--- src/rtl/golden_nonce_reporter.sv ---
// Golden nonce FIFO plus byte serializer feeding the UART transmit path (hash_clk domain).
// Optional checksum byte: define GOLDEN_NONCE_CHK_EN for 5-byte frames (4 nonce bytes + XOR).
module golden_nonce_reporter #(
  parameter int unsigned DEPTH_LOG2 = 2
) (
  input  logic                  hash_clk,
  input  logic                  reset,
  input  logic                  new_golden_nonce,
  input  logic [31:0]           golden_nonce,
  input  logic                  new_work,
  output logic [7:0]            tx_data,
  output logic                  tx_valid,
  input  logic                  tx_ready,
  output logic [DEPTH_LOG2:0]   queue_level,
  output logic                  overflow,
  output logic [7:0]            drop_count
);

  localparam int unsigned DEPTH = 1 << DEPTH_LOG2;
  localparam int unsigned PW    = DEPTH_LOG2;
  localparam int unsigned LW    = DEPTH_LOG2 + 1;
  localparam logic [LW-1:0] FULL_LVL = LW'(DEPTH);

  typedef enum logic [1:0] {
    IDLE,
    SEND
`ifdef GOLDEN_NONCE_CHK_EN
    , CHK
`endif
  } state_t;

  state_t          state_q, state_d;
  logic [31:0]     mem_q [DEPTH];
  logic [PW-1:0]   wr_ptr_q, rd_ptr_q;
  logic [LW-1:0]   count_q;
  logic            overflow_q;
  logic [7:0]      drop_q;
  logic [31:0]     shift_q, shift_d;
  logic [1:0]      idx_q, idx_d;
  logic            tx_valid_q, tx_valid_d;
  logic [7:0]      tx_data_q, tx_data_d;
`ifdef GOLDEN_NONCE_CHK_EN
  logic [7:0]      csum_q, csum_d;
`endif

  logic full_c, empty_c, pop_c, push_c, drop_c;

  assign full_c  = (count_q == FULL_LVL);
  assign empty_c = (count_q == '0);
  // A flush swallows any nonce arriving in the same cycle without counting it.
  assign push_c  = new_golden_nonce && !new_work && (!full_c || pop_c);
  assign drop_c  = new_golden_nonce && !new_work && full_c && !pop_c;

  always_ff @(posedge hash_clk) begin
    if (push_c) mem_q[wr_ptr_q] <= golden_nonce;
  end

  // FIFO pointers, level and drop accounting.
  always_ff @(posedge hash_clk) begin
    if (reset) begin
      wr_ptr_q   <= '0;
      rd_ptr_q   <= '0;
      count_q    <= '0;
      overflow_q <= 1'b0;
      drop_q     <= 8'h00;
    end else begin
      if (new_work) begin
        wr_ptr_q <= '0;
        rd_ptr_q <= '0;
        count_q  <= '0;
      end else begin
        if (push_c) wr_ptr_q <= wr_ptr_q + PW'(1);
        if (pop_c)  rd_ptr_q <= rd_ptr_q + PW'(1);
        case ({push_c, pop_c})
          2'b10:   count_q <= count_q + LW'(1);
          2'b01:   count_q <= count_q - LW'(1);
          default: count_q <= count_q;
        endcase
      end
      if (drop_c) begin
        overflow_q <= 1'b1;
        if (drop_q != 8'hFF) drop_q <= drop_q + 8'd1;
      end
    end
  end

  always_ff @(posedge hash_clk) begin
    if (reset) begin
      state_q    <= IDLE;
      shift_q    <= 32'h0;
      idx_q      <= 2'd0;
      tx_valid_q <= 1'b0;
      tx_data_q  <= 8'h00;
`ifdef GOLDEN_NONCE_CHK_EN
      csum_q     <= 8'h00;
`endif
    end else begin
      state_q    <= state_d;
      shift_q    <= shift_d;
      idx_q      <= idx_d;
      tx_valid_q <= tx_valid_d;
      tx_data_q  <= tx_data_d;
`ifdef GOLDEN_NONCE_CHK_EN
      csum_q     <= csum_d;
`endif
    end
  end

  // Serializer next state; tx outputs are precomputed so they leave registers.
  always_comb begin
    state_d    = state_q;
    shift_d    = shift_q;
    idx_d      = idx_q;
    pop_c      = 1'b0;
    tx_valid_d = 1'b0;
    tx_data_d  = 8'h00;
`ifdef GOLDEN_NONCE_CHK_EN
    csum_d     = csum_q;
`endif
    case (state_q)
      IDLE: begin
        if (!empty_c && !new_work) begin
          pop_c   = 1'b1;
          shift_d = mem_q[rd_ptr_q];
          idx_d   = 2'd0;
          state_d = SEND;
`ifdef GOLDEN_NONCE_CHK_EN
          csum_d  = shift_d[31:24] ^ shift_d[23:16] ^ shift_d[15:8] ^ shift_d[7:0];
`endif
        end
      end
      SEND: begin
        if (tx_ready) begin
          if (idx_q == 2'd3) begin
`ifdef GOLDEN_NONCE_CHK_EN
            state_d = CHK;
`else
            state_d = IDLE;
`endif
          end else begin
            shift_d = {shift_q[23:0], 8'h00};
            idx_d   = idx_q + 2'd1;
          end
        end
      end
`ifdef GOLDEN_NONCE_CHK_EN
      CHK: begin
        if (tx_ready) state_d = IDLE;
      end
`endif
      default: state_d = IDLE;
    endcase

    tx_valid_d = (state_d != IDLE);
    if (state_d == SEND) tx_data_d = shift_d[31:24];
`ifdef GOLDEN_NONCE_CHK_EN
    else if (state_d == CHK) tx_data_d = csum_d;
`endif
  end

  assign tx_data     = tx_data_q;
  assign tx_valid    = tx_valid_q;
  assign queue_level = count_q;
  assign overflow    = overflow_q;
  assign drop_count  = drop_q;

endmodule

--- config.mk ---
export PLATFORM = sky130hd
export DESIGN_NAME = golden_nonce_reporter
export DESIGN_NICKNAME = d
export VERILOG_FILES = /design/src/rtl/golden_nonce_reporter.sv
export SDC_FILE = /design/constraint.sdc
export NUM_CORES = 1
export LEC_CHECK = 0
export CORE_ASPECT_RATIO = 0.5
export CORE_UTILIZATION = 40
export CTS_CLUSTER_SIZE = 20
export DETAILED_ROUTE_END_ITERATION = 12
export GPL_TIMING_DRIVEN = 0
export PLACE_DENSITY = 0.66
export SLEW_MARGIN = 5
export SYNTH_ARGS = -nofsm -noshare
export SYNTH_HDL_FRONTEND = slang
export SYNTH_SLANG_ARGS = --single-unit
export TNS_END_PERCENT = 20
--- constraint.sdc ---
create_clock -name hash_clk -period 8.1 [get_ports hash_clk]
set_input_delay 2.43 -clock hash_clk [delete_from_list [all_inputs] [get_ports hash_clk]]
set_output_delay 2.43 -clock hash_clk [all_outputs]
set_load 0.01 [all_outputs]
==> flow_summary.toml <==
[detailed_routing]
routed_wl_um = 14000
ant_nets = 0
wl_per_cell_um = 18.0
dr_total_vias = 4081
route.detailed.drc = 0
drtPass1Iterations = 4
vias_per_cell = 5.23
dr.first_iter.drc_count = 284

[clock_network]
cts.htree.levels = 4
insertion_delay_ns = 0.44
ctsHoldBuffers = 0
clk_pin_slew_ns = 0.07
post-cts-setup-buffer-count = 0
clockRootBuffer = "clkbuf_16"
cts_sinks = 191
cts_tree = "yes"
clock_path_buffers = 2
numCtsBuffers = 17
cts-resized-gates = 0

[layout]
area_growth_pct = 21.6
multi_input_area_um2 = 1980
diodes = 0
fill_cells = 1475
drive_gt1_frac = 0.165
stdcell_count = 781
layout.nets = 578
seq_area_um2 = 5100

[timing]
tightest_slew_ns = 0.703
setup_tns_ns = 0
fmax_mhz = 205
slew_headroom = 0.531
rsz0062_at_grt = "no"
hold_viol = 0
setup_violations = 0
fin_skew_ns = 0.0107
slew_viol_final = 0
period_share = 0.601
finalWorstPathRequiredPeriod_ns = 4.87

[floorplanning]
die_w_um = 192
start_util = 0.412
dieHeight_um = 97.0
dieArea_um2 = 18600
rows = 34
core_area_um2 = 17500
ios = 58

[run]
cap_violations = 0

[place]
globalplace.congestion = 0.810
hpwl_um = 9590
io_buffers = 56
dp.cells = 749

[yosys]
ys_seq_area_frac = 0.708
synth_edf_count = 128
yosysMostFrequentCell = "edfxtp_1"
synthFlopType = "edfxtp_1"
yosysTopAreaCellShare = 0.533
async_flop_share = 0
ys_warn_count = 0
synthesis.area_um2 = 7210
synth_seq_cells = 191
synthCells = 455
synth_cell_type_count = 53
synth.avg_cell_area_um2 = 15.9
synth_common_cells = "edfxtp_1 (128), dfxtp_1 (63), a21oi_1 (39), mux4_2 (32), nand2_1 (31)"
yosys.area.top_type = "edfxtp_1"
syn_nets = 499
yosys-top-cells-area = "edfxtp_1 (53%), dfxtp_1 (17%), mux4_2 (10%), a21oi_1 (2.7%), a22oi_1 (1.7%)"

[global_routing]
grt_pass1_vias = 4216
antenna_found_initial = 0
grt_max_degree = 21
grt-ovfl-total = 0
grt.total_usage = 0.164
grt_pass1_wl_um = 22700

[worst_setup_path]
cp.arrival_ns = 5.20
cp-start-kind = "primary input"
reg2regPathDepth = 9
critPathBufInv = 2
end_kind = "flip-flop"
critPathMaxFanout = 10
path_cells = "clkdlybuf4s50_1 -> nor3_1 -> buf_2 -> nand2b_1 -> fa_1 -> nor2b_1 -> nand2_1 -> a32o_1 -> o21ba_2"
path_depth = 9
critPathKind = "primary input to flip-flop"
worst_path_max_delay_cell = "nor3_1"
cpPeakStageDelay_ns = 0.62
cp.required_ns = 8.43
crit_family = "simple AND/OR/NAND/NOR gates"

[hold_path]
min_path_cells = 2
hp-class = "flip-flop to flip-flop"

[power]
p_int_mw = 1.53
combPwrFrac = 0.042
leakagePower_nw = 2.78
p_sw_frac = 0.223
powerDensity_nw_per_um2 = 225
p_seq_frac = 0.537
power_frac_clock = 0.421
netSwitchingPower_mw = 0.441
peakVddDrop_v = 0.000148

[outcome]
status = "finished, final reports clean"
[power groups by stage]
stage / clock network [mW] / registers [mW] / logic (mW)
detailed placement: 0 / 1.08 / 0.0838
global placement: 0 / 1.08 / 0.0791
global route: 0.886 / 1.06 / 0.0911
floorplan: 0 / 1.08 / 0.0405
finish: 0.831 / 1.06 / 0.0835
CTS: 0.846 / 1.06 / 0.0842
[per-stage QoR]
stage | area, µm² | hold slack, ns | utilization | power (mW) | worst slack, ns
2_1_floorplan | 7210 | 0.427 | - | 1.12 | 3.78
3_3_place_gp | 8070 | 0.437 | 0.460 | 1.16 | 2.62
3_5_place_dp | 8180 | 0.438 | 0.467 | 1.17 | 2.85
4_1_cts | 8770 | 0.449 | 0.501 | 1.99 | 3.27
5_1_grt | 8770 | 0.467 | 0.501 | 2.04 | 3.06
6_report | 8770 | 0.445 | 0.501 | 1.97 | 3.23
[cell type report]
| type | count | share of cell area |
|---|---|---|
| multi-input cells | 234 | 0.226 |
| well taps | 234 | 0.0334 |
| inverters | 6 | 0.00257 |
| clock inverters | 15 | 0.0190 |
| plain buffers | 24 | 0.0125 |
| clock buffers | 17 | 0.0485 |
| flip-flops and latches | 191 | 0.582 |
| repair buffers | 60 | 0.0764 |
[final timing paths]
path	end	slack [ns]	from
worst min-delay path	overflow	0.45	overflow
worst max-delay path	queue_level[2]	3.23	new_work
worst max register to register	queue_level[2]	5.09	state_q[1]
worst min register to register	overflow	0.45	overflow
[kinds of logic after synthesis]
kind of cell / share of synthesized area
mux: 0.101
buf+inv: 0.0184
fa+ha+maj: 0.0132
simple gates: 0.0858
flops: 0.708
xor+xnor: 0.00364
compound gates: 0.0695
other cells: 0.000520
[cell usage in the layout, fill, tap and decap left out, types with 6 or more instances in the layout]
cell,count
a221o_1,7
clkbuf_1,11
nor2_1,12
inv_1,6
nand2_1,31
buf_2,10
dfxtp_1,63
clkbuf_16,17
ha_1,6
clkdlybuf4s50_1,56
edfxtp_1,128
mux4_2,32
nand3_1,11
nor2b_1,9
a21oi_1,39
a22oi_1,16
and2_1,15
[registers in the layout, indices dropped and copies added (netlist names), named ones only]
register	cells
state_q	2
idx_q	2
queue_level	3
tx_valid	1
rd_ptr_q	2
mem_q	128
overflow	1
shift_q	32
tx_data	8
wr_ptr_q	2
drop_count	8
[per-layer routing]
layer | part of all wire | vias to the layer above | global-route usage
li1 | - | 1922 | -
met1 | 0.47 | 2062 | 0.225
met2 | 0.48 | 79 | 0.254
met3 | 0.038 | 18 | 0.0374
met4 | 0.016 | 0 | 0.0623
met5 | 0 | - | 0
[worst min-delay path: cells and delay by family (launching register included)]
kind	cells	cell delay, ns
flip-flops	1	0.31
AO/OA/AOI/OAI	1	0.05
buffers and inverters	1	0.05
(Power assumes the default switching activity.)
